`config.mk`:
```
export PLATFORM = sky130hd
export DESIGN_NAME = alt_vipvfr_multibank_controller
export DESIGN_NICKNAME = d
export VERILOG_FILES = /design/src/rtl/alt_vipvfr_multibank_controller.sv
export SDC_FILE = /design/constraint.sdc
export NUM_CORES = 1
export LEC_CHECK = 0
export CAP_MARGIN = 25
export CELL_PAD_IN_SITES_DETAIL_PLACEMENT = 2
export CELL_PAD_IN_SITES_GLOBAL_PLACEMENT = 2
export CORE_AREA = 4 4 148 150
export DETAILED_ROUTE_END_ITERATION = 16
export DIE_AREA = 0 0 152 154
export DONT_BUFFER_PORTS = 1
export GPL_TIMING_DRIVEN = 0
export PLACE_DENSITY_LB_ADDON = 0.1
export SLEW_MARGIN = 15
export SYNTH_ARGS = -nofsm -noshare
export SYNTH_HDL_FRONTEND = slang
export SYNTH_SLANG_ARGS = --single-unit
```
`constraint.sdc`:
```
create_clock -name clock -period 2.5 [get_ports clock]
set_clock_uncertainty 0.1 [all_clocks]
set_input_delay 0.375 -clock clock [delete_from_list [all_inputs] [get_ports clock]]
set_output_delay 0.375 -clock clock [all_outputs]
set_load 0.005 [all_outputs]
```
`src/rtl/alt_vipvfr_multibank_controller.sv`:
```
// Frame sequencer between the VFR register file and the packet reader: picks a
// descriptor bank, programs and starts the PRC, then waits for and clears its IRQ.
// Optional build macro VFR_AUTO_ADVANCE_EN: frames step through the banks automatically.
module alt_vipvfr_multibank_controller #(
  parameter int NUM_BANKS  = 2,
  parameter int BANK_SEL_W = 1,
  parameter int RES_W      = 16,
  parameter int INTL_W     = 4,
  parameter int ADDR_W     = 32,
  parameter int SAMPLES_W  = 32,
  parameter int WORDS_W    = 32
) (
  input  logic                           clock,
  input  logic                           reset,
  output logic [31:0]                    master_address,
  output logic                           master_write,
  output logic [31:0]                    master_writedata,
  input  logic                           master_waitrequest,
  input  logic                           master_interrupt_recieve,
  input  logic                           go_bit,
  input  logic [BANK_SEL_W-1:0]          next_bank,
  input  logic [NUM_BANKS*RES_W-1:0]     bank_width,
  input  logic [NUM_BANKS*RES_W-1:0]     bank_height,
  input  logic [NUM_BANKS*INTL_W-1:0]    bank_interlaced,
  input  logic [NUM_BANKS*ADDR_W-1:0]    bank_base_address,
  input  logic [NUM_BANKS*SAMPLES_W-1:0] bank_samples,
  input  logic [NUM_BANKS*WORDS_W-1:0]   bank_words,
  output logic [RES_W-1:0]               width_of_next_vid_packet,
  output logic [RES_W-1:0]               height_of_next_vid_packet,
  output logic [INTL_W-1:0]              interlaced_of_next_vid_packet,
  output logic                           do_control_packet,
  output logic                           running,
  output logic                           frame_complete,
  output logic [BANK_SEL_W-1:0]          current_bank,
  output logic [15:0]                    frames_done
);

  typedef enum logic [3:0] {
    S_IDLE,
    S_LATCH,
    S_WR_ADDR,
    S_WR_SAMPLES,
    S_WR_WORDS,
    S_WR_TYPE,
    S_WR_GO,
    S_WAIT_IRQ,
    S_CLR_IRQ
  } state_t;

  // PRC register map and the two constant values written to it
  localparam logic [31:0] REG_GO      = 32'd0;
  localparam logic [31:0] REG_IRQ     = 32'd2;
  localparam logic [31:0] REG_ADDR    = 32'd3;
  localparam logic [31:0] REG_TYPE    = 32'd4;
  localparam logic [31:0] REG_SAMPLES = 32'd5;
  localparam logic [31:0] REG_WORDS   = 32'd6;
  localparam logic [31:0] GO_IRQ_EN   = 32'd3;
  localparam logic [31:0] IRQ_CLEAR   = 32'd2;

  localparam logic [BANK_SEL_W:0] NUM_BANKS_EXT = (BANK_SEL_W+1)'(NUM_BANKS);

  state_t                  state_q, state_d;
  logic [31:0]             addr_q, addr_d;
  logic [31:0]             wdata_q, wdata_d;
  logic                    write_q, write_d;
  logic [RES_W-1:0]        width_q, width_d;
  logic [RES_W-1:0]        height_q, height_d;
  logic [INTL_W-1:0]       intl_q, intl_d;
  logic                    do_cp_q, do_cp_d;
  logic                    running_q, running_d;
  logic                    complete_q, complete_d;
  logic [BANK_SEL_W-1:0]   bank_q, bank_d;
  logic [15:0]             frames_q, frames_d;
`ifdef VFR_AUTO_ADVANCE_EN
  localparam logic [BANK_SEL_W-1:0] LAST_BANK = BANK_SEL_W'(NUM_BANKS - 1);
  logic                    first_q, first_d;
`endif

  logic                    accepted;
  logic [BANK_SEL_W-1:0]   requested_bank;
  logic [BANK_SEL_W-1:0]   start_bank;
  logic [RES_W-1:0]        sel_width;
  logic [RES_W-1:0]        sel_height;
  logic [INTL_W-1:0]       sel_intl;
  logic [ADDR_W-1:0]       sel_base;
  logic [SAMPLES_W-1:0]    sel_samples;
  logic [WORDS_W-1:0]      sel_words;

  assign accepted = write_q && !master_waitrequest;

  // An out-of-range request falls back to bank 0 rather than reading past the arrays
  assign requested_bank = ({1'b0, next_bank} < NUM_BANKS_EXT) ? next_bank : '0;

`ifdef VFR_AUTO_ADVANCE_EN
  always_comb begin
    if (first_q) begin
      start_bank = requested_bank;
    end else if (bank_q == LAST_BANK) begin
      start_bank = '0;
    end else begin
      start_bank = bank_q + 1'b1;
    end
  end
`else
  assign start_bank = requested_bank;
`endif

  // NOTE: every variable written in a combinational block gets a default first,
  // otherwise paths that skip the assignment infer a latch.
  always_comb begin
    sel_width   = '0;
    sel_height  = '0;
    sel_intl    = '0;
    sel_base    = '0;
    sel_samples = '0;
    sel_words   = '0;
    for (int k = 0; k < NUM_BANKS; k++) begin
      if (bank_q == BANK_SEL_W'(k)) begin
        sel_width   = bank_width[k*RES_W +: RES_W];
        sel_height  = bank_height[k*RES_W +: RES_W];
        sel_intl    = bank_interlaced[k*INTL_W +: INTL_W];
        sel_base    = bank_base_address[k*ADDR_W +: ADDR_W];
        sel_samples = bank_samples[k*SAMPLES_W +: SAMPLES_W];
        sel_words   = bank_words[k*WORDS_W +: WORDS_W];
      end
    end
  end

  always_comb begin
    state_d    = state_q;
    addr_d     = addr_q;
    wdata_d    = wdata_q;
    write_d    = write_q;
    width_d    = width_q;
    height_d   = height_q;
    intl_d     = intl_q;
    do_cp_d    = 1'b0;
    running_d  = running_q;
    complete_d = 1'b0;
    bank_d     = bank_q;
    frames_d   = frames_q;
`ifdef VFR_AUTO_ADVANCE_EN
    first_d    = first_q;
`endif

    unique case (state_q)
      S_IDLE: begin
        write_d = 1'b0;
        if (go_bit) begin
          bank_d    = start_bank;
          running_d = 1'b1;
          state_d   = S_LATCH;
`ifdef VFR_AUTO_ADVANCE_EN
          first_d   = 1'b0;
`endif
        end
      end

      // Next-state values are registered, so each write is set up one state early
      S_LATCH: begin
        width_d  = sel_width;
        height_d = sel_height;
        intl_d   = sel_intl;
        do_cp_d  = 1'b1;
        write_d  = 1'b1;
        addr_d   = REG_ADDR;
        wdata_d  = 32'(sel_base);
        state_d  = S_WR_ADDR;
      end

      S_WR_ADDR: begin
        if (accepted) begin
          addr_d  = REG_SAMPLES;
          wdata_d = 32'(sel_samples);
          state_d = S_WR_SAMPLES;
        end
      end

      S_WR_SAMPLES: begin
        if (accepted) begin
          addr_d  = REG_WORDS;
          wdata_d = 32'(sel_words);
          state_d = S_WR_WORDS;
        end
      end

      S_WR_WORDS: begin
        if (accepted) begin
          addr_d  = REG_TYPE;
          wdata_d = '0;
          state_d = S_WR_TYPE;
        end
      end

      S_WR_TYPE: begin
        if (accepted) begin
          addr_d  = REG_GO;
          wdata_d = GO_IRQ_EN;
          state_d = S_WR_GO;
        end
      end

      S_WR_GO: begin
        if (accepted) begin
          write_d = 1'b0;
          state_d = S_WAIT_IRQ;
        end
      end

      S_WAIT_IRQ: begin
        write_d = 1'b0;
        if (master_interrupt_recieve) begin
          write_d = 1'b1;
          addr_d  = REG_IRQ;
          wdata_d = IRQ_CLEAR;
          state_d = S_CLR_IRQ;
        end
      end

      S_CLR_IRQ: begin
        if (accepted) begin
          write_d    = 1'b0;
          complete_d = 1'b1;
          running_d  = 1'b0;
          frames_d   = frames_q + 16'd1;
          state_d    = S_IDLE;
        end
      end

      default: begin
        write_d = 1'b0;
        state_d = S_IDLE;
      end
    endcase
  end

  // NOTE: state registers use non-blocking assignments so every flop samples
  // the pre-edge values regardless of statement order.
  always_ff @(posedge clock) begin
    if (reset) begin
      state_q    <= S_IDLE;
      addr_q     <= '0;
      wdata_q    <= '0;
      write_q    <= 1'b0;
      width_q    <= '0;
      height_q   <= '0;
      intl_q     <= '0;
      do_cp_q    <= 1'b0;
      running_q  <= 1'b0;
      complete_q <= 1'b0;
      bank_q     <= '0;
      frames_q   <= '0;
`ifdef VFR_AUTO_ADVANCE_EN
      first_q    <= 1'b1;
`endif
    end else begin
      state_q    <= state_d;
      addr_q     <= addr_d;
      wdata_q    <= wdata_d;
      write_q    <= write_d;
      width_q    <= width_d;
      height_q   <= height_d;
      intl_q     <= intl_d;
      do_cp_q    <= do_cp_d;
      running_q  <= running_d;
      complete_q <= complete_d;
      bank_q     <= bank_d;
      frames_q   <= frames_d;
`ifdef VFR_AUTO_ADVANCE_EN
      first_q    <= first_d;
`endif
    end
  end

  assign master_address                = addr_q;
  assign master_write                  = write_q;
  assign master_writedata              = wdata_q;
  assign width_of_next_vid_packet      = width_q;
  assign height_of_next_vid_packet     = height_q;
  assign interlaced_of_next_vid_packet = intl_q;
  assign do_control_packet             = do_cp_q;
  assign running                       = running_q;
  assign frame_complete                = complete_q;
  assign current_bank                  = bank_q;
  assign frames_done                   = frames_q;

endmodule

```
### After elaboration in Yosys (flattened, before gate mapping)

Cells that the tools add are included.

* add/sub/neg operators: 1
* equality and inequality tests: 17
* muxes and demuxes: 32
* bitwise logic cells: 2
* reductions and logical operators: 14

Operators with widths (count)
* case mux 32 bit (6 select lines): 2
* 2-to-1 mux 32 bit: 11
* 2-to-1 mux 4 bit: 9
* case mux 4 bit (9 select lines): 1
* 2-to-1 mux 16 bit: 2
* adder 16 x 1 -> 16 bit (second input constant): 1
* equality test 4 x 3 -> 1 bit (second input constant): 4
* != test 2 bit (second input constant): 8
* equality test 4 x 2 -> 1 bit (second input constant): 2
* AND reduction 8 bit: 1
* AND reduction 2 bit: 3
* AND reduction 6 bit: 1
* nonzero test 6 bit: 1
* 2-to-1 mux 1 bit: 5
* equality test 4 x 1 -> 1 bit (second input constant): 1
* equality test 4 bit (second input constant): 1
* logical NOT 4 bit: 1
* case mux 1 bit (4 select lines): 1
* OR reduction 2 bit: 2
* OR reduction 4 bit: 1
* AND reduction 3 bit: 1
* != test 2 x 1 -> 1 bit (second input constant): 1
* NOT 1 bit: 2
* case mux 1 bit (2 select lines): 1
* 3 further kinds: 3

* register bits after elaboration: 125
* output and inout bits: 121
* logic and storage cells: 78

### Depth between registers and ports, before layout

Gate-level depths: netlist of run 1.

* depth after elaboration: 4
* mapped depth: 8
* mapped depth without buffers: 4

### Least setup slack after synthesis of run 1

Ideal clock, no wire load.

* path type: flip-flop to flip-flop
* start point: reg write_q, in the netlist master_write
* end point: reg wdata_q[10], in the netlist master_writedata[10]
* setup time: 0.134 ns
* arrival: 1.698 ns
* slack: 0.568 ns
* stages on the path, launching flop included: 7
* period minus slack after synthesis: 1.932 ns
* cell sequence: dfxtp_1 -> or3b_2 -> a31oi_2 -> and2_1 -> buf_2 -> buf_2 -> a211oi_1

* word-level cells in the longest chain between the ends: 3

RTL lines
* start, declared: RTL line 65 `logic write_q, write_d;`
* start signal, assigned: RTL line 260 `write_q <= write_d;`
* logical AND 1 bit *: RTL line 89 `assign accepted = write_q && !master_waitrequest;`
* != test 2 bit (no line)
* AND reduction 6 bit (no line) *
* end signal, assigned: RTL line 259 `wdata_q <= wdata_d;`
* end, declared: RTL line 64 `logic [31:0] wdata_q, wdata_d;`

Mark *: on every way between the ends. The rest lies on a longest branch, timed or not.
A chain may end at the register's enable or synchronous reset.

### Final worst setup path of run 1

* start point: reg bank_q, in the netlist current_bank
* end point: reg width_q[14], in the netlist width_of_next_vid_packet[14]

* word-level cells in the longest chain between the ends: 1

RTL lines
* start, declared: RTL line 72 `logic [BANK_SEL_W-1:0] bank_q, bank_d;`
* start signal, assigned: RTL line 267 `bank_q <= bank_d;`
* 2-to-1 mux 16 bit: RTL line 118 `if (bank_q == BANK_SEL_W'(k)) begin`
* end signal, assigned: RTL line 261 `width_q <= width_d;`
* end, declared: RTL line 66 `logic [RES_W-1:0] width_q, width_d;`

Every way passes these cells.

==> impl_metrics.ini, run 1 <==
[cts]
clockBufferDepth = 2
cts_tree = done
cts-htree-levels = 3
cts_made_buffers = 9
clkTransAtPathRegs_ns = 0.08
post-cts-setup-buffers = 0
cts_root_buf = clkbuf_16
clkLatencyLatePin_ns = 0.35
cts.sinks = 96

[grt]
grt_pass1_wl_mm = 35.73
grt_util_all_layers_pct = 19.38
use_met3_pct = 6.164
grt_pass1_vias = 5675
globalRouteMet2Util_pct = 36.41
grt-ovfl-total = 0
grt_max_degree = 17
met1_usage_pct = 20.22
antenna_found_initial = 2
grt-busiest-layer = met2

[hold_path]
min_to = current_bank
hold_path_startpoint = next_bank
hold_class = in -> reg
hold_depth = 2

[synth]
synth.area.top_cells = dfxtp_1 33%, mux2i_1 17%, a211oi_1 8.7%, a21oi_1 6.9%, mux2_2 6.2%
syn_avg_cell_area_um2 = 8.825
synth-edff-count = 0
synth_top_area_share_pct = 33.15
yosysWarnings = 0
yosys.area.top_type = dfxtp_1
dominantRegCellSynth = dfxtp_1
async_flop_share_pct = 0
synth_seq_cells = 96
synthCells = 657
synth_cell_type_count = 52
synth_area_mm2 = 0.005798
yosysSeqAreaShare_pct = 33.15

[floorplanning]
initial_core_util_pct = 28.02
die-area_mm2 = 0.02341
io_pins = 391
die_h_um = 154
die_w_um = 152
fp-row-count = 53
core_mm2 = 0.02069

[timing]
setup_viol = 0
period_minus_slack_ns = 2.330
report.final.slew_viol_count = 0
fin_setup_tns_ns = 0
report.final.hold_viol_count = 0
relSlewSlack_pct = 53.71
max_clock_freq_ghz = 0.4292
worstMarginPinSlew_ns = 0.6944
fin_crit_sh_pct = 93.21
rsz0062_at_grt = false

[worst_setup_path]
crit_family = buffers and inverters
slowest_delay_ns = 0.39
r2r_end = width_of_next_vid_packet[14]
critical_path.max_fanout = 10
cp_num_buf_inv = 4
worstPathArrival_ns = 2.45
worstPathRequired_ns = 2.62
crit_path_frequent_cell = buf_2
path_cells = buf_2 -> buf_2 -> buf_2 -> buf_2 -> mux2i_1 -> a211oi_1
critPathSlowestCell = dfxtp_1
ff2ff_path_depth = 6
crit_type = reg -> reg
cp-end-kind = flop
startpoint_type = flop
r2r_setup_slack_ns = 0.17
rr_startpoint = current_bank

[power]
switching_share_pct = 33.17
ir_drop_v = 0.0003075
powerDensity_mw_per_mm2 = 705.2
p_switching_uw = 1543
cellLeakagePower_uw = 0.002241
p_seq_share_pct = 42.0
p_int_uw = 3108
power_frac_comb_pct = 25.5
pwr-share-clk_pct = 32.6

[drt]
num_vias = 5207
dr.pass1.iters = 4
wl_mm = 24.03
wl_per_cell_um = 24.62
drc_errors = 0
via_per_inst = 5.335
drtIter0Drc = 154
final_antenna_net_count = 0

[final_layout]
instances_no_fill = 976
nets = 967
num-fill-cells = 2381
drive_gt1_share_pct = 16.71
syn2layout_area_growth_pct = 13.75

[place]
io_buffers = 0
place_congestion = 0.8736
dp_cells = 960
post-dp-hpwl_mm = 19.81

[flow_run]
maxCapViolCount = 0

[run_status]
status = finished, final reports clean
[synth_stat cells (5+ instances only)]
| cell | count |
|---|---|
| mux2_2 | 32 |
| o22ai_1 | 30 |
| o21ai_0 | 10 |
| mux2i_1 | 100 |
| buf_4 | 29 |
| nand3_1 | 9 |
| a21oi_1 | 80 |
| or3_1 | 5 |
| xor2_1 | 5 |
| nand4_1 | 7 |
| clkbuf_1 | 36 |
| buf_2 | 24 |
| nand2_1 | 17 |
| nor2_1 | 50 |
| a211oi_1 | 67 |
| dfxtp_1 | 96 |
[how the worst max path moves through the flow]
stage,startpoint,end,cells after the start
after floorplan,master_write,master_writedata[10],6
after global placement,current_bank,height_of_next_vid_packet[11],6
after detailed placement,master_write,master_writedata[30],6
after CTS,master_write,master_writedata[30],6
after global routing,state_q[3],height_of_next_vid_packet[10],7
final,current_bank,width_of_next_vid_packet[14],6
[layout by cell type, fill, tap and decap left out, types with 10 or more instances in the layout]
cell type	instances
conb_1	29
dfxtp_1	96
clkbuf_1	28
a211oi_1	67
mux2_2	32
buf_4	29
a21oi_1	80
buf_2	21
mux2i_1	100
o22ai_1	30
nand2_1	17
nor2_1	50
o21ai_0	10
[flip-flops by register name, indices dropped and copies added, names as in the netlist]
name,flops
running,1
current_bank,1
interlaced_of_next_vid_packet,4
do_control_packet,1
frames_done,16
frame_complete,1
master_writedata,32
master_write,1
master_address,3
width_of_next_vid_packet,16
state_q,4
height_of_next_vid_packet,16
[metrics by stage]
step / area, um2 / power, uW / setup WS [ns] / hold WS, ns / util [%]
final: 6595 / 4651 / 0.1698 / 0.07676 / 31.88
after global routing: 6595 / 4923 / 0.01049 / 0.08463 / 31.88
after CTS: 6569 / 4721 / 0.01349 / 0.06239 / 31.75
after detailed placement: 6247 / 3188 / 0.02805 / 0.3924 / 30.19
after global placement: 6247 / 3130 / 0.09321 / 0.3973 / 30.19
after floorplan: 5903 / 2790 / 0.5676 / 0.3447 / -
[timing repair]
| item | 4_1_cts | 5_1_grt |
|---|---|---|
| hold buffers | 0 | 0 |
| endpoints found under the setup margin | 1 | 63 |
| resized for setup | 2 | 16 |
[power by group through the flow]
stage,combinational [uW],sequential [uW],clock [uW]
global route,1330,1970,1620
finish,1180,1950,1520
detailed placement,1190,2000,0
CTS,1200,1960,1560
floorplan,908,1880,0
global placement,1140,1990,0
[worst reg2reg max path: stages, from the launching register on]
cell and delay, ns:
dfxtp_1 0.39, buf_2 0.27, buf_2 0.31, buf_2 0.35, buf_2 0.38, mux2i_1 0.30
a211oi_1 0.11
[logic make-up after synthesis]
family / after synthesis / synth area share, %
and+or+nand+nor: 120 / 10.70
adders and majority gates: 1 / 0.2158
muxes: 133 / 23.87
buffers and inverters: 97 / 9.063
DFF: 96 / 33.15
AOI/OAI and AO/OA: 203 / 22.03
other: 1 / 0.06468
xor gates and xnor gates: 6 / 0.9063
[final cells by class]
class                   instances  area [um2]  area share, %
clock buffers                   9       225.2          3.415
inverters                       4       15.01         0.2277
diodes                          1       2.502        0.03794
clock inverters                 6       93.84          1.423
plain buffers                  93       528.0          8.006
flip-flops and latches         96        1922          29.14
multi-input cells             492        3465          52.53
well taps                     275       344.1          5.217
[routing by layer]
layer	wire, um	vias up
li1	-	2467
met1	8940	2502
met2	12910	205
met3	1569	31
met4	595	2
met5	13	-
Power figures use the tool's default switching activity.
==> run 2: changes to the inputs <==
Settings changed: ABC_AREA from default to 1, CAP_MARGIN 25 to 20, CORE_AREA 4 4 148 150 to default, CORE_ASPECT_RATIO from default to 1.25, CORE_MARGIN from default to 4, CORE_UTILIZATION from default to 29, DIE_AREA 0 0 152 154 to default.
==> run 2 against run 1 <==
Die area increased by 5.8%. Total power increased by 74%. Global-route usage increased by 3.7 points. Cell area increased by 10%. Fmax increased by 3.7%. Routed wire length increased by 23%. Final cell count increased by 53%. Setup slack improved by 0.082 ns. Clock power increased by 15%. Non-clock buffer count increased by 1. Combinational power increased to 3.3 times the previous value. Critical endpoint is now master_writedata[11].
==> impl_metrics.ini, run 2 <==
[drt]
wl_mm = 29.65
num_vias = 7290
final_antenna_net_count = 0
drtIter0Drc = 194
via_per_inst = 4.880
dr.pass1.iters = 4
drc_errors = 0
wl_per_cell_um = 19.85

[synth]
post-synth-top-count-cell = nand2_1
synth_top_area_share_pct = 35.01
dominantRegCellSynth = dfxtp_1
yosysSeqAreaShare_pct = 29.73
yosysWarnings = 0
yosys-top-cells-count = 603 x nand2_1, 114 x nor2_1, 96 x dfxtp_1
synth.area.top_cells = nand2_1 35%, dfxtp_1 30%, nor2_1 6.6%, inv_1 4.8%, nand3_1 4.0%
syn_avg_cell_area_um2 = 5.516
yosys.area.top_type = nand2_1
synth_area_mm2 = 0.006465
async_flop_share_pct = 0
synth-edff-count = 0
synth_seq_cells = 96
synthCells = 1172
synth_cell_type_count = 30

[power]
pwr-share-clk_pct = 21.7
power_frac_comb_pct = 48.1
p_switching_uw = 3823
cellLeakagePower_uw = 0.003863
powerDensity_mw_per_mm2 = 1110
switching_share_pct = 47.29
p_int_uw = 4261
p_seq_share_pct = 30.3
ir_drop_v = 0.0003927

[grt]
antenna_found_initial = 0
grt_max_degree = 17
grt-ovfl-total = 0
grt_pass1_vias = 7864
grt_pass1_wl_mm = 44.95
grt_util_all_layers_pct = 23.13

[cts]
cts_tree = done
cts_made_buffers = 9
clkTransAtPathRegs_ns = 0.08
clockBufferDepth = 2
ctsResizeCount = 0
cts_root_buf = clkbuf_16
holdBufCountCts = 0
post-cts-setup-buffers = 0
cts.sinks = 96
cts-htree-levels = 3
clkLatencyLatePin_ns = 0.35

[final_layout]
most-common-layout-cells = 603 x nand2_1, 114 x nor2_1, 96 x dfxtp_1
fin_util_pct = 33.45
num_antenna_cells = 0
final_common_cell = nand2_1
nets = 1482
largest_reg_flops = 32
num-fill-cells = 2906
drive_gt1_share_pct = 7.407
instances_no_fill = 1494
syn2layout_area_growth_pct = 12.64

[worst_setup_path]
r2r_end = master_writedata[11]
crit_type = reg -> reg
startpoint_type = flop
ff2ff_path_depth = 9
startpoint = current_bank
cp-end-kind = flop
worstPathRequired_ns = 2.68
rr_startpoint = current_bank
cp-endpoint = master_writedata[11]
worstPathArrival_ns = 2.43
critical_path.max_fanout = 10
r2r_setup_slack_ns = 0.25

[floorplanning]
die_h_um = 174.9
core_mm2 = 0.02177
initial_core_util_pct = 29.70
fp-row-count = 60
die-area_mm2 = 0.02476
io_pins = 391
die_w_um = 141.5

[timing]
fin_crit_sh_pct = 89.91
setup_viol = 0
fin_setup_tns_ns = 0
period_minus_slack_ns = 2.248
worstMarginPinSlew_ns = 0.6761
report.final.hold_viol_count = 0
relSlewSlack_pct = 54.93
rsz0062_at_grt = false
max_clock_freq_ghz = 0.4449
report.final.slew_viol_count = 0

[hold_path]
hold_class = in -> reg
hold_path_startpoint = bank_width[28]

[place]
place_congestion = 0.8377
post-dp-hpwl_mm = 24.29
io_buffers = 0
dp_cells = 1479

[flow_run]
maxCapViolCount = 0

[run_status]
status = finished, final reports clean
## run 2: area by class of cell
class                   instances  area (um2)  share of cell area, %
clock buffers                   9       225.2                  3.093
plain buffers                  94       501.7                  6.890
clock inverters                 6       137.6                  1.890
multi-input cells             921        3812                  52.35
well taps                     279       349.1                  4.794
inverters                      89       334.1                  4.588
flip-flops and latches         96        1922                  26.39
## run 2: worst min-delay path by stage
stage	to	cells after the start	slack (ns)
3_3_place_gp	running	2	0.41
6_report	width_of_next_vid_packet[12]	2	0.08
4_1_cts	height_of_next_vid_packet[9]	2	0.07
2_1_floorplan	running	2	0.37
3_5_place_dp	running	2	0.41
5_1_grt	interlaced_of_next_vid_packet[1]	2	0.08
## run 2: cells by family after synthesis
group / Yosys count / share of synthesized area, %
simple gates: 791 / 48.25
buf+inv: 183 / 12.93
flops: 96 / 29.73
compound gates: 95 / 8.167
xor+xnor: 5 / 0.6775
fa+ha+maj: 1 / 0.1935
other cells: 1 / 0.05801
## run 2: stage by stage
stage	total power, uW	hold WS [ns]	instance area [um2]	worst slack, ns
after floorplan	5095	0.3667	6570	0.9468
after global placement	6340	0.4108	6919	0.1375
after detailed placement	6455	0.4129	6919	0.1298
after CTS	8257	0.06858	7282	0.1977
after global routing	8897	0.07583	7282	0.02180
final	8084	0.08028	7282	0.2523
## run 2: critical path, stage by stage (launching register included)
cell	delay [ns]
dfxtp_1	0.42
buf_2	0.24
buf_2	0.33
clkbuf_1	0.52
nand2_1	0.10
nand2_1	0.15
nand2_1	0.09
nand2_1	0.08
nor2_1	0.04
nor2_1	0.10
## run 2: power by group through the flow
stage               clock (uW)  sequential [uW]  combinational, uW
floorplan                    0             2270               2830
global placement             0             2500               3840
detailed placement           0             2500               3950
CTS                       1800             2470               3990
global route              1870             2520               4510
finish                    1750             2450               3880
## run 2: metal layers
metal	share of wire (%)	vias to the layer above	wire (um)	track usage (%)
met5	0	-	0	0
met4	1.7	0	514	4.320
met3	9.2	25	2723	7.911
met2	52	252	15550	44.32
met1	37	3409	10870	24.27
li1	-	3604	-	-
==> run 3: changes to the inputs <==
Settings changed: PLACE_DENSITY from default to 0.9, PLACE_DENSITY_LB_ADDON 0.1 to default.
==> run 3 against run 2 <==
Via count rose by 2.8%. Critical path type unchanged. Critical path depth fell by 2. Total power fell by 3.7%. Fmax fell by 1.6%. Cell area fell by 1.0%. Routed wire length rose by 3.6%. Largest cell class unchanged.
==> impl_metrics.ini, run 3 (synthesis results as in run 2) <==
[floorplanning]
io_pins = 391
die_w_um = 141.5
core_mm2 = 0.02177
die_h_um = 174.9
initial_core_util_pct = 29.70
fp-row-count = 60
die-area_mm2 = 0.02476

[worst_setup_path]
critical_path.max_fanout = 10
crit_type = reg -> reg
startpoint = current_bank
r2r_end = width_of_next_vid_packet[14]
cp-endpoint = width_of_next_vid_packet[14]
worstPathArrival_ns = 2.46
cp-end-kind = flop
worstPathRequired_ns = 2.68
rr_startpoint = current_bank
r2r_setup_slack_ns = 0.22
critPathSlowestCell = clkbuf_1
crit_path_frequent_cell = buf_2
startpoint_type = flop
slowest_delay_ns = 0.40
ff2ff_path_depth = 7
path_cells = buf_2 -> inv_2 -> buf_2 -> buf_2 -> clkbuf_1 -> nand2_1 -> a31oi_1

[hold_path]
hold_path_startpoint = bank_height[1]
hold_class = in -> reg

[timing]
report.final.hold_viol_count = 0
report.final.slew_viol_count = 0
max_clock_freq_ghz = 0.4379
timing.hold.ws_ns = 0.07842
fin_crit_sh_pct = 91.35
relSlewSlack_pct = 51.68
setup_viol = 0
rsz0062_at_grt = false
period_minus_slack_ns = 2.284
worstMarginPinSlew_ns = 0.7248

[power]
total_power_uw = 7785
powerDensity_mw_per_mm2 = 1080
ir_drop_v = 0.0003955
cellLeakagePower_uw = 0.003827

[cts]
cts_root_buf = clkbuf_16
cts.sinks = 96
cts_tree = done
cts_made_buffers = 9
cts-htree-levels = 3
clkTransAtPathRegs_ns = 0.07
post-cts-setup-buffers = 0
holdBufCountCts = 0
ctsResizeCount = 0
clockBufferDepth = 2
clkLatencyLatePin_ns = 0.35

[final_layout]
syn2layout_area_growth_pct = 11.50
largest_reg_flops = 32
final_common_cell = nand2_1
most-common-layout-cells = 603 x nand2_1, 114 x nor2_1, 96 x dfxtp_1
nets = 1482
final_cell_area_mm2 = 0.007208
drive_gt1_share_pct = 7.484

[place]
dpl_cell_area_mm2 = 0.006919
place_congestion = 0.8465
post-dp-hpwl_mm = 25.72
io_buffers = 0

[drt]
via_per_inst = 5.007
wl_per_cell_um = 20.52
final_antenna_net_count = 0
wl_mm = 30.71
dr.pass1.iters = 4
num_vias = 7491
drtIter0Drc = 138
drc_errors = 0

[grt]
grt_max_degree = 19
antenna_found_initial = 1
grt_pass1_vias = 8315
grt_util_all_layers_pct = 23.95
grt-ovfl-total = 0
grt_pass1_wl_mm = 46.33

[flow_run]
maxCapViolCount = 0

[run_status]
status = finished, final reports clean
run 3: worst min path at each step:
| stage | to | slack (ns) | depth (start not counted) |
|---|---|---|---|
| 2_1_floorplan | running | 0.37 | 2 |
| 3_5_place_dp | master_address[1] | 0.43 | 2 |
| 6_report | height_of_next_vid_packet[1] | 0.08 | 2 |
| 3_3_place_gp | running | 0.42 | 2 |
| 5_1_grt | width_of_next_vid_packet[12] | 0.07 | 2 |
| 4_1_cts | width_of_next_vid_packet[10] | 0.06 | 2 |
run 3: area by class of cell:
| class | instances | area, um2 |
|---|---|---|
| Sequential cell | 96 | 1922 |
| Fill cell | 2887 | 14560 |
| Antenna cell | 1 | 2.502 |
| Clock buffer | 9 | 225.2 |
| Tap cell | 279 | 349.1 |
| Multi-Input combinational cell | 921 | 3812 |
| Clock inverter | 7 | 61.31 |
| Buffer | 94 | 501.7 |
| Inverter | 89 | 334.1 |
run 3: through the flow:
step | setup WS (ns) | setup TNS, ns | instances | utilization (%)
final | 0.2162 | 0 | 1496 | 33.11
after global routing | 0.002800 | 0 | 1496 | 33.11
after CTS | 0.1382 | 0 | 1495 | 33.10
after detailed placement | -0.0005549 | -0.0005549 | 1479 | 31.78
after global placement | 0.03988 | 0 | 1479 | 31.78
after floorplan | 0.9468 | 0 | 1200 | -
run 3: worst max-delay path, delay by kind of cell (launching register included):
family                 cells  cell delay (ns)
buffers and inverters      5             1.42
flip-flops                 1             0.38
AO/OA/AOI/OAI              1             0.18
AND/OR/NAND/NOR            1             0.12
run 3: report_power, final:
| group | switching, uW | internal, uW |
|---|---|---|
| Combinational | 2760 | 1190 |
| Sequential | 453 | 1980 |
| Clock | 695 | 698 |
run 3: layer usage:
layer	share of wire [%]	global-route usage (%)
met5	0	0
met4	1.8	6.000
met3	8.7	7.364
met2	54	47.37
met1	35	23.77
